## config.mk

```make
export PLATFORM = sky130hd
export DESIGN_NAME = imm_extend_pipe
export DESIGN_NICKNAME = d
export VERILOG_FILES = /design/src/rtl/mips_ext_pkg.sv /design/src/rtl/imm_ext_core.sv /design/src/rtl/imm_extend_pipe.sv
export SDC_FILE = /design/constraint.sdc
export NUM_CORES = 1
export LEC_CHECK = 0
export ABC_AREA = 1
export CORE_MARGIN = 1.5
export CORE_UTILIZATION = 45
export DETAILED_ROUTE_END_ITERATION = 8
export GPL_TIMING_DRIVEN = 0
export HOLD_SLACK_MARGIN = 0.05
export PLACE_DENSITY = 0.77
export RECOVER_POWER = 100
export SYNTH_ARGS = -nofsm -noshare
export SYNTH_HDL_FRONTEND = slang
export SYNTH_SLANG_ARGS = --single-unit
```

## constraint.sdc

```tcl
create_clock -name clk -period 6.1 [get_ports clk]
set_clock_uncertainty 0.15 [all_clocks]
set_input_delay 1.83 -clock clk [delete_from_list [all_inputs] [get_ports clk]]
set_output_delay 1.83 -clock clk [all_outputs]
set_load 0.02 [all_outputs]
```

## src/rtl/mips_ext_pkg.sv

```systemverilog
// Shared immediate-extension mode encodings and default widths.
package mips_ext_pkg;

  localparam int DEF_IN_W  = 16;
  localparam int DEF_OUT_W = 32;

  localparam logic [2:0] EXM_ZERO     = 3'b000;
  localparam logic [2:0] EXM_UPPER    = 3'b001;
  localparam logic [2:0] EXM_SIGN     = 3'b010;
  localparam logic [2:0] EXM_SIGN_SL2 = 3'b011;
  localparam logic [2:0] EXM_BYTE_S   = 3'b100;
  localparam logic [2:0] EXM_BYTE_Z   = 3'b101;

endpackage

```

## src/rtl/imm_ext_core.sv

```systemverilog
// Combinational immediate extender; 0 cycles. Byte modes 100/101 exist only with IMM_EXT_BYTE_EN,
// otherwise they fall into the reserved path (data 0, err 1).
module imm_ext_core
  import mips_ext_pkg::*;
#(
  parameter int IN_W  = DEF_IN_W,
  parameter int OUT_W = DEF_OUT_W
) (
  input  logic [IN_W-1:0]  i_imm,
  input  logic [2:0]       i_mode,
  output logic [OUT_W-1:0] o_data,
  output logic             o_err
);

  logic [OUT_W-1:0] w_sext;

  assign w_sext = {{(OUT_W-IN_W){i_imm[IN_W-1]}}, i_imm};

  always_comb begin
    o_data = '0;
    o_err  = 1'b0;
    case (i_mode)
      EXM_ZERO:     o_data = {{(OUT_W-IN_W){1'b0}}, i_imm};
      EXM_UPPER:    o_data = {i_imm, {(OUT_W-IN_W){1'b0}}};
      EXM_SIGN:     o_data = w_sext;
      EXM_SIGN_SL2: o_data = w_sext << 2;
`ifdef IMM_EXT_BYTE_EN
      EXM_BYTE_S:   o_data = {{(OUT_W-8){i_imm[7]}}, i_imm[7:0]};
      EXM_BYTE_Z:   o_data = {{(OUT_W-8){1'b0}}, i_imm[7:0]};
`endif
      default:      o_err  = 1'b1;
    endcase
  end

endmodule

```

## src/rtl/imm_extend_pipe.sv

```systemverilog
// Immediate extender feeding a 2-entry FIFO; 1-cycle latency, 1 entry/cycle, in_ready from registered count only.
// Optional byte modes enabled by IMM_EXT_BYTE_EN (see imm_ext_core).
module imm_extend_pipe
  import mips_ext_pkg::*;
#(
  parameter int IN_W  = DEF_IN_W,
  parameter int OUT_W = DEF_OUT_W
) (
  input  logic             clk,
  input  logic             reset,
  input  logic             in_valid,
  output logic             in_ready,
  input  logic [IN_W-1:0]  in_imm,
  input  logic [2:0]       in_mode,
  output logic             out_valid,
  input  logic             out_ready,
  output logic [OUT_W-1:0] out_data,
  output logic             out_err
);

  logic [OUT_W-1:0] w_ext_data;
  logic             w_ext_err;
  logic             w_push;
  logic             w_pop;

  logic [OUT_W-1:0] r_data [2];
  logic [1:0]       r_err;
  logic             r_wptr;
  logic             r_rptr;
  logic [1:0]       r_count;

  imm_ext_core #(
    .IN_W  (IN_W),
    .OUT_W (OUT_W)
  ) u_core (
    .i_imm  (in_imm),
    .i_mode (in_mode),
    .o_data (w_ext_data),
    .o_err  (w_ext_err)
  );

  // Reset gates in_ready directly so it drops without waiting for a clock edge.
  assign in_ready  = ~reset & (r_count != 2'd2);
  assign out_valid = (r_count != 2'd0);
  assign out_data  = out_valid ? r_data[r_rptr] : '0;
  assign out_err   = out_valid ? r_err[r_rptr]  : 1'b0;

  assign w_push = in_valid & in_ready;
  assign w_pop  = out_valid & out_ready;

  always_ff @(posedge clk or posedge reset) begin
    if (reset) begin
      r_data[0] <= '0;
      r_data[1] <= '0;
      r_err     <= '0;
      r_wptr    <= 1'b0;
      r_rptr    <= 1'b0;
      r_count   <= 2'd0;
    end else begin
      if (w_push) begin
        r_data[r_wptr] <= w_ext_data;
        r_err[r_wptr]  <= w_ext_err;
        r_wptr         <= ~r_wptr;
      end
      if (w_pop) begin
        r_rptr <= ~r_rptr;
      end
      case ({w_push, w_pop})
        2'b10:   r_count <= r_count + 2'd1;
        2'b01:   r_count <= r_count - 2'd1;
        default: r_count <= r_count;
      endcase
    end
  end

endmodule

```

# Word-level counts from Yosys, hierarchy flattened
# Cells that the tools add are included.
word_totals:
  ff_bits: 70
  input_bits: 23
  output_inout_bits: 35
  word_cells: 50
classes:
  add_sub_neg: 2
  order_cmp: 6
  n_eq_ne: 6
  mux: 16
  bitwise: 8
  reduce_logical: 6
ops:
  columns: ["op", "count"]
  rows:
  - ["two-way mux 32 bit", 5]
  - ["case mux 32 bit (4 select lines)", 1]
  - ["bitwise mux 64 bit", 1]
  - ["demux 32 bit (select 1 bit)", 1]
  - ["== test 3 x 2 -> 1 bit, second input constant", 2]
  - ["two-way mux 1 bit", 5]
  - ["greater-or-equal comparator 2 bit, second input constant", 2]
  - ["less-than comparator 1 x 2 -> 1 bit, second input constant", 2]
  - ["NOT 1 -> 2 bit", 2]
  - ["case mux 2 bit (2 select lines)", 1]
  - ["nonzero test 2 bit", 2]
  - ["OR reduction 4 bit", 1]
  - ["bitwise AND 1 bit", 3]
  - ["== test 3 x 1 -> 1 bit, second input constant", 1]
  - ["zero test 3 bit", 1]
  - ["NOT 1 bit", 3]
  - ["adder 2 x 1 -> 2 bit, second input constant", 1]
  - ["bitwise mux 2 bit", 1]
  - ["== test 2 x 1 -> 1 bit, second input constant", 1]
  - ["== test 2 bit, second input constant", 1]
  - ["logical AND 1 bit", 2]
  - ["less-than comparator 2 x 1 -> 1 bit, second input constant", 1]
  - ["inequality test 2 bit, second input constant", 1]
  - ["subtractor 2 x 1 -> 2 bit, second input constant", 1]
  - ["other kinds (2)", 2]

# Logic depth before layout (Yosys ltp)
# Gate-level depths: netlist (run 1).
logic_depth:
  depth_word: 6
  depth_mapped: 7
  depth_no_buf: 7

# Modules after synthesis
# From an unflattened synthesis (run 1), not the netlist that was laid out.
unflattened:
  hier_cells: 492
  area_unflattened_um2: 3782.4
by_module_without_submodules:
  columns: ["mod", "instances", "cells_per_inst", "area_each_um2", "seq_area_each_um2"]
  rows:
  - ["imm_extend_pipe", 1, 429, 3392.0, 1751.7]
  - ["imm_ext_core", 1, 63, 390.4, 0.0]

# Least setup slack after synthesis (run 1)
# No wires, ideal clock.
synth_path:
  kind: "input-to-reg"
  startpoint: "input reset"
  endpoint: "register r_count[1]"
  setup_ns: 0.127
  t_arrival_ns: 4.404
  required_ns: 5.823
  path_slack_ns: 1.419
  path_stages: 6
  path_buffers: 0
  path_cell_list: "inv_1 > nand3_4 > ha_1 > a21oi_1 > nand2_1 > xnor2_1"
synth_between:
  elab_chain_len: 5
  word_cells_on_any_way: 7
  classes_between: "eq/ne: 2; mux: 1; bitwise: 3; reduce/logical: 1"
synth_rtl:
  columns: ["element", "line", "source"]
  rows:
  - ["start: declaration", "imm_extend_pipe.sv:10", "input logic reset,"]
  - ["NOT 1 bit *", "imm_extend_pipe.sv:43", "assign in_ready = ~reset & (r_count != 2'd2);"]
  - ["bitwise AND 1 bit *", "imm_extend_pipe.sv:43", null]
  - ["bitwise AND 1 bit *", "imm_extend_pipe.sv:48", "assign w_push = in_valid & in_ready;"]
  - ["== test 2 x 1 -> 1 bit or == test 2 bit (tied branches)", "imm_extend_pipe.sv:68", "case ({w_push, w_pop})"]
  - ["case mux 2 bit (2 select lines) or nonzero test 2 bit (tied branches)", null, null]
  - ["end signal: assignment", "imm_extend_pipe.sv:69", "2'b10: r_count <= r_count + 2'd1;"]
  - ["end signal: assignment", "imm_extend_pipe.sv:70", "2'b01: r_count <= r_count - 2'd1;"]
  - ["end signal: assignment", "imm_extend_pipe.sv:71", "default: r_count <= r_count;"]
  - ["end: declaration", "imm_extend_pipe.sv:30", "logic [1:0] r_count;"]
# Mark *: on every way between the ends. The rest lies on a longest branch, timed or not.
# A chain may end at the register's enable or synchronous reset.

# Final worst setup path (run 1)
layout_path:
  startpoint: "input reset"
  endpoint: "output in_ready"
layout_between:
  elab_chain_len: 2
layout_rtl:
  columns: ["element", "line", "source"]
  rows:
  - ["NOT 1 bit", "imm_extend_pipe.sv:43", null]
  - ["bitwise AND 1 bit", "imm_extend_pipe.sv:43", null]
  - ["end: declaration", "imm_extend_pipe.sv:12", "output logic in_ready,"]
# No other way between the ends.

==> results.yml, run 1 <==
timing:
  rsz0062_at_grt: "no"
  timing.fmax_ghz: 0.1889
  fin_hold_ws_ns: 0.3234
  fin_crit_sh: 0.8678
  tightestPinTransition_ns: 0.8580
  max-slew-margin-rel: 0.4280
  period_needed_ns: 5.293
  setup_viol: 0
  slew_viol_final: 0
  fin_tns_setup_ns: 0
  hold_viol: 0
floorplanning:
  die_h_um: 93.06
  rows: 32
  start_util: 0.4675
  dieArea_um2: 8660
  core_area_um2: 7807
  die_x_um: 93.06
  io_pins: 58
worst_setup_path:
  crit_path_start_kind: "input pin"
  endpoint_kind: "primary output"
  critPathSlowestCell: "dlygate4sd3_1"
  critPathArrivalTime_ns: 3.31
  cp_common_cell: "dlygate4sd3_1"
  path_max_fanout: 3
  worst_ep_required_time_ns: 4.12
  cp_cell_sequence: "dlygate4sd3_1, a21oi_4, dlygate4sd3_1"
  critPathKind: "input pin to primary output"
  cp_slowest_stage_delay_ns: 0.70
  rr_worst_depth: 7
drt:
  wirelength_um: 10150
  drtAntennaViolNets: 0
  first_iter_violations: 239
  drc_errors: 0
  wl_per_cell_um: 15.26
  num_vias: 3464
  via_per_inst: 5.209
  dr.pass1.iters: 5
final_layout:
  regArea_um2: 1752
  multiInputGateArea_um2: 1560
  syn2layout_area_growth_pct: 22.90
  layout-drive-gt1-share: 0.07282
  fin_cells: 665
  final_nets: 582
  diodes: 0
  fillCellCount: 761
logic_synthesis:
  syn_inst: 492
  syn-num-nets: 516
  syn_area_um2: 3650
  ys_seq_area_frac: 0.4799
  ys_types: 26
  synth_warnings: 0
  synth_seq_cells: 70
  synth_area_per_cell_um2: 7.418
grt:
  grt_pass1_wl_um: 16230
  grt.total_usage: 0.2458
  grt_max_degree: 72
  grt_overflow_total: 0
  antenna_found_initial: 0
  grt_pass1_vias: 3298
clocking:
  cts-root-buf: "clkbuf_8"
  numCtsBuffers: 9
  cts_htree_levels: 3
  cts_resized: 0
  cts_max_path_buffers: 2
  post_cts_buffers: 0
  postCtsHoldBufs: 0
  path_clk_slew_ns: 0.07
  cts_tree: "built"
  cts_sinks: 70
  clkLatencyLatePin_ns: 0.35
power_and_ir_drop:
  clock_power_share: 0.220
  sw_frac_of_total: 0.4094
  p_int_mw: 1.247
  p_total_mw: 2.111
  leakage_nw: 2.306
  combPwrFrac: 0.425
  p_switching_mw: 0.8642
  p_per_area_nw_per_um2: 470.7
  seqPwrFrac: 0.355
  ir_drop_v: 0.0002871
worst_hold_path:
  hp-class: "register to register"
  worstHoldPathCells: 2
placed_design:
  dp_hpwl_um: 7220
  globalplace.congestion: 0.9308
  io_buffers: 55
  dp_cells: 649
status:
  outcome: "finished clean"
flow_run:
  max_cap_viol_count: 0
-- Yosys cell counts, drive strengths merged --
master | instances | area [um2]
nor2 | 9 | 68.82
dfrtp | 70 | 1752
nand3 | 9 | 72.57
clkbuf | 11 | 41.29
xnor2 | 2 | 17.52
or2 | 1 | 6.260
a21oi | 35 | 186.4
clkinv | 1 | 3.750
xor2 | 1 | 8.760
ha | 1 | 12.51
nand2 | 257 | 967.2
o21ai | 33 | 165.2
nand4 | 16 | 100.1
inv | 26 | 97.59
buf | 20 | 150.1
-- sequential cells by signal (all words and copies together) (netlist names) --
register / count
r_data: 64
r_count: 2
r_err: 2
r_rptr: 1
r_wptr: 1
-- placed cells by master (no fill, tap or decap) --
| master | netlist | routed |
|---|---|---|
| a21oi_1 | 34 | 34 |
| a21oi_4 | 1 | 1 |
| buf_1 | 1 | 1 |
| buf_2 | 9 | 9 |
| buf_4 | 3 | 3 |
| buf_6 | 7 | 1 |
| bufinv_16 | 0 | 3 |
| clkbuf_1 | 11 | 17 |
| clkbuf_8 | 0 | 9 |
| clkdlybuf4s50_1 | 0 | 18 |
| clkinv_1 | 1 | 1 |
| clkinv_2 | 0 | 1 |
| clkinv_4 | 0 | 2 |
| dfrtp_1 | 70 | 70 |
| dlygate4sd3_1 | 0 | 37 |
| ha_1 | 1 | 1 |
| inv_1 | 22 | 21 |
| inv_2 | 4 | 4 |
| inv_4 | 0 | 1 |
| inv_6 | 0 | 1 |
| nand2_1 | 256 | 256 |
| nand2_2 | 1 | 1 |
| nand3_1 | 5 | 6 |
| nand3_2 | 3 | 3 |
| nand4_1 | 16 | 16 |
| nor2_1 | 6 | 8 |
| nor2_2 | 1 | 1 |
| o21ai_0 | 26 | 26 |
| o21ai_1 | 7 | 7 |
| or2_2 | 1 | 1 |
| xnor2_1 | 2 | 2 |
| xor2_1 | 1 | 1 |
-- worst max-delay path: cells and delay by family --
| family | cells | cell delay, ns |
|---|---|---|
| AOI/OAI and AO/OA | 1 | 0.18 |
| buffers and inverters | 2 | 1.31 |
-- power groups by stage --
stage                     logic (mW)  clock network (mW)  registers, mW
after CTS                      0.970               0.466          0.749
after global routing           0.991               0.487          0.768
after global placement         0.945                   0          0.747
after floorplan                0.601                   0          0.731
after detailed placement       0.965                   0          0.756
final                          0.897               0.465          0.749
-- final cells by class --
class	count	area share
Multi-Input combinational cell	364	0.3478
Timing Repair Buffer	55	0.1227
Inverter	27	0.02315
Buffer	31	0.03264
Clock buffer	9	0.02762
Tap cell	102	0.02845
Sequential cell	70	0.3905
Clock inverter	7	0.02706
-- worst paths after layout --
check | endpoint | from | slack [ns]
setup / recovery | in_ready | reset | 0.81
hold / removal | r_data[6]$_DFFE_PP0P_ | r_data[6]$_DFFE_PP0P_ | 0.32
setup reg to reg | r_data[35]$_DFFE_PP0P_ | r_count[0]$_DFFE_PP0P_ | 3.88
hold reg to reg | r_data[6]$_DFFE_PP0P_ | r_data[6]$_DFFE_PP0P_ | 0.32
max in group asynchronous | r_data[19]$_DFFE_PP0P_ | reset | 3.20
min in group asynchronous | r_data[27]$_DFFE_PP0P_ | reset | 2.05
-- cell families after synthesis --
| group | count (synthesis) | synth area share |
|---|---|---|
| xor+xnor | 3 | 0.007200 |
| compound gates | 68 | 0.09633 |
| simple gates | 292 | 0.3329 |
| buf+inv | 58 | 0.08022 |
| fa+ha+maj | 1 | 0.003428 |
| flops | 70 | 0.4799 |
-- per-layer routing --
metal  share of wire  GRT usage
met5               0          0
met4           0.021    0.08207
met3           0.062    0.03171
met2            0.48     0.4002
met1            0.44     0.3395
-- through the flow --
step | utilization | setup WS (ns) | cell area (um2)
after floorplan | - | 1.419 | 3650
after global routing | 0.5745 | 0.7861 | 4486
final | 0.5745 | 0.8067 | 4486
after global placement | 0.5543 | 0.2277 | 4328
after CTS | 0.5861 | 0.9706 | 4576
after detailed placement | 0.5546 | 0.9810 | 4330
No activity file was read; power rests on OpenSTA's default activity.
==> inputs of run 2 (changes only) <==
--- a/config.mk
+++ b/config.mk
@@ -8,6 +8,7 @@
 export ABC_AREA = 1
 export CORE_MARGIN = 1.5
 export CORE_UTILIZATION = 45
+export CTS_CLUSTER_DIAMETER = 60
 export DETAILED_ROUTE_END_ITERATION = 8
 export GPL_TIMING_DRIVEN = 0
 export HOLD_SLACK_MARGIN = 0.05
==> results of run 2 <==
Same layout as run 1: the final DEF is identical, and so are final timing and power.
==> inputs of run 3 (changes only) <==
--- a/config.mk
+++ b/config.mk
@@ -7,12 +7,13 @@
 export LEC_CHECK = 0
 export ABC_AREA = 1
 export CORE_MARGIN = 1.5
-export CORE_UTILIZATION = 45
+export CORE_UTILIZATION = 60
+export CTS_BUF_LIST = sky130_fd_sc_hd__clkbuf_8
 export CTS_CLUSTER_DIAMETER = 60
 export DETAILED_ROUTE_END_ITERATION = 8
 export GPL_TIMING_DRIVEN = 0
 export HOLD_SLACK_MARGIN = 0.05
-export PLACE_DENSITY = 0.77
+export PLACE_DENSITY = 0.95
 export RECOVER_POWER = 100
 export SYNTH_ARGS = -nofsm -noshare
 export SYNTH_HDL_FRONTEND = slang
==> run 3 against run 2 <==
Effect of this change: non-clock buffer count unchanged; combinational power up 2%; highest routed layer unchanged; setup slack worse by 0.0021 ns; register-to-register slack hardly changed; routed wire length grew 2.7%; via count increased by 7.2%; hold slack improved by 0.0071 ns; sequential cell count unchanged; global-route usage is 9.5 points higher; clock-buffer cell count unchanged; sequential share of layout area grew 0.38 points; total power increased by 0.19%.
==> results.yml, run 3 (synthesis results as in run 1) <==
status:
  outcome: "finished clean"
timing:
  max-slew-margin-rel: 0.4253
  tightestPinTransition_ns: 0.8620
  rsz0062_at_grt: "no"
  setup_viol: 0
  fin_crit_sh: 0.8681
  fin_tns_setup_ns: 0
  slew_viol_final: 0
  timing.fmax_ghz: 0.1888
  hold_viol: 0
  period_needed_ns: 5.295
  fin_hold_ws_ns: 0.3305
final_layout:
  syn2layout_area_growth_pct: 21.70
  final_nets: 582
  largest-register: "r_data"
  final_area_um2: 4442
  reg.largest.list: "r_data: 64 flops, r_count: 2 flops, r_err: 2 flops"
  diodes: 0
  layout_commonest_cell: "nand2_1"
  layout_common_cells: "256 x nand2_1, 70 x dfrtp_1, 37 x dlygate4sd3_1, 34 x a21oi_1, 26 x o21ai_0"
  postLayoutCoreUtil: 0.7547
  layout-drive-gt1-share: 0.07117
  largest_reg_flops: 64
clocking:
  cts_htree_levels: 3
  postCtsHoldBufs: 0
  cts_resized: 0
  post_cts_buffers: 0
  cts_max_path_buffers: 2
  numCtsBuffers: 9
  path_clk_slew_ns: 0.07
  cts_sinks: 70
  cts_tree: "built"
  clkLatencyLatePin_ns: 0.35
  cts-root-buf: "clkbuf_8"
placed_design:
  dp_hpwl_um: 7161
  globalplace.congestion: 0.9654
  post_dp_cell_area_um2: 4297
  io_buffers: 55
worst_setup_path:
  critPathArrivalTime_ns: 3.32
  critPathKind: "input pin to primary output"
  worst_ep_required_time_ns: 4.12
  endpoint_kind: "primary output"
  path_max_fanout: 3
  crit_path_start_kind: "input pin"
floorplanning:
  io_pins: 58
  start_util: 0.6201
  die_h_um: 81.00
  die_x_um: 81.00
  rows: 28
  dieArea_um2: 6560
  core_area_um2: 5886
power_and_ir_drop:
  leakage_nw: 2.297
  p_per_area_nw_per_um2: 476.2
  ir_drop_v: 0.0002825
flow_run:
  max_cap_viol_count: 0
worst_hold_path:
  hp-class: "register to register"
grt:
  grt_pass1_wl_um: 16450
  grt_max_degree: 72
  grt.total_usage: 0.3411
  antenna_found_initial: 0
  grt_pass1_vias: 3453
  grt_overflow_total: 0
drt:
  wl_per_cell_um: 16.36
  wirelength_um: 10420
  num_vias: 3713
  dr.pass1.iters: 5
  drtAntennaViolNets: 0
  via_per_inst: 5.829
  first_iter_violations: 475
  drc_errors: 0
==> run 3: changes by cell type in the layout (fill, tap and decap cells not counted) <==
cell,delta
inv_6,-1
clkinvlp_4,+1
clkinv_4,-1
==> run 3: final cells by class <==
type                       instances  area (um2)
sequential                        70        1752
multi-input combinational        364        1560
fill                             433        1444
timing repair buffer              55       550.5
buffer                            31       146.4
clock buffer                       9       123.9
clock inverter                     6       111.4
inverter                          27       103.9
tap                               75       93.84
==> run 3: worst paths after layout <==
check,startpoint,to,slack (ns),cells after the start
worst max-delay path,reset,in_ready,0.80,3
worst min-delay path,r_data[11]$_DFFE_PP0P_,r_data[11]$_DFFE_PP0P_,0.33,2
worst max register to register,r_count[0]$_DFFE_PP0P_,r_data[51]$_DFFE_PP0P_,3.87,7
worst min register to register,r_data[11]$_DFFE_PP0P_,r_data[11]$_DFFE_PP0P_,0.33,2
max in group asynchronous,reset,r_data[31]$_DFFE_PP0P_,3.20,2
min in group asynchronous,reset,r_err[1]$_DFFE_PP0P_,2.03,2
==> run 3: critical path, stage by stage <==
cell and delay [ns]:
dlygate4sd3_1 0.61, a21oi_4 0.18, dlygate4sd3_1 0.69
==> run 3: metrics by stage <==
| stage | std cells | power [mW] | setup slack [ns] |
|---|---|---|---|
| 3_5_place_dp | 622 | 1.722 | 0.9771 |
| 4_1_cts | 637 | 2.177 | 0.9744 |
| 2_1_floorplan | 492 | 1.332 | 1.419 |
| 5_1_grt | 637 | 2.230 | 0.7934 |
| 3_3_place_gp | 622 | 1.675 | 0.3325 |
| 6_report | 637 | 2.115 | 0.8046 |
==> run 3: per-layer routing <==
layer	up-vias	part of all wire	track usage
li1	1670	-	-
met1	1757	0.40	0.4421
met2	246	0.48	0.5467
met3	40	0.089	0.05730
met4	0	0.033	0.1862
met5	-	0	0
==> run 3: where the power goes <==
| group | switching [mW] | total (mW) | internal [mW] |
|---|---|---|---|
| registers | 0.111 | 0.754 | 0.643 |
| clock network | 0.177 | 0.446 | 0.269 |
| logic | 0.584 | 0.915 | 0.331 |
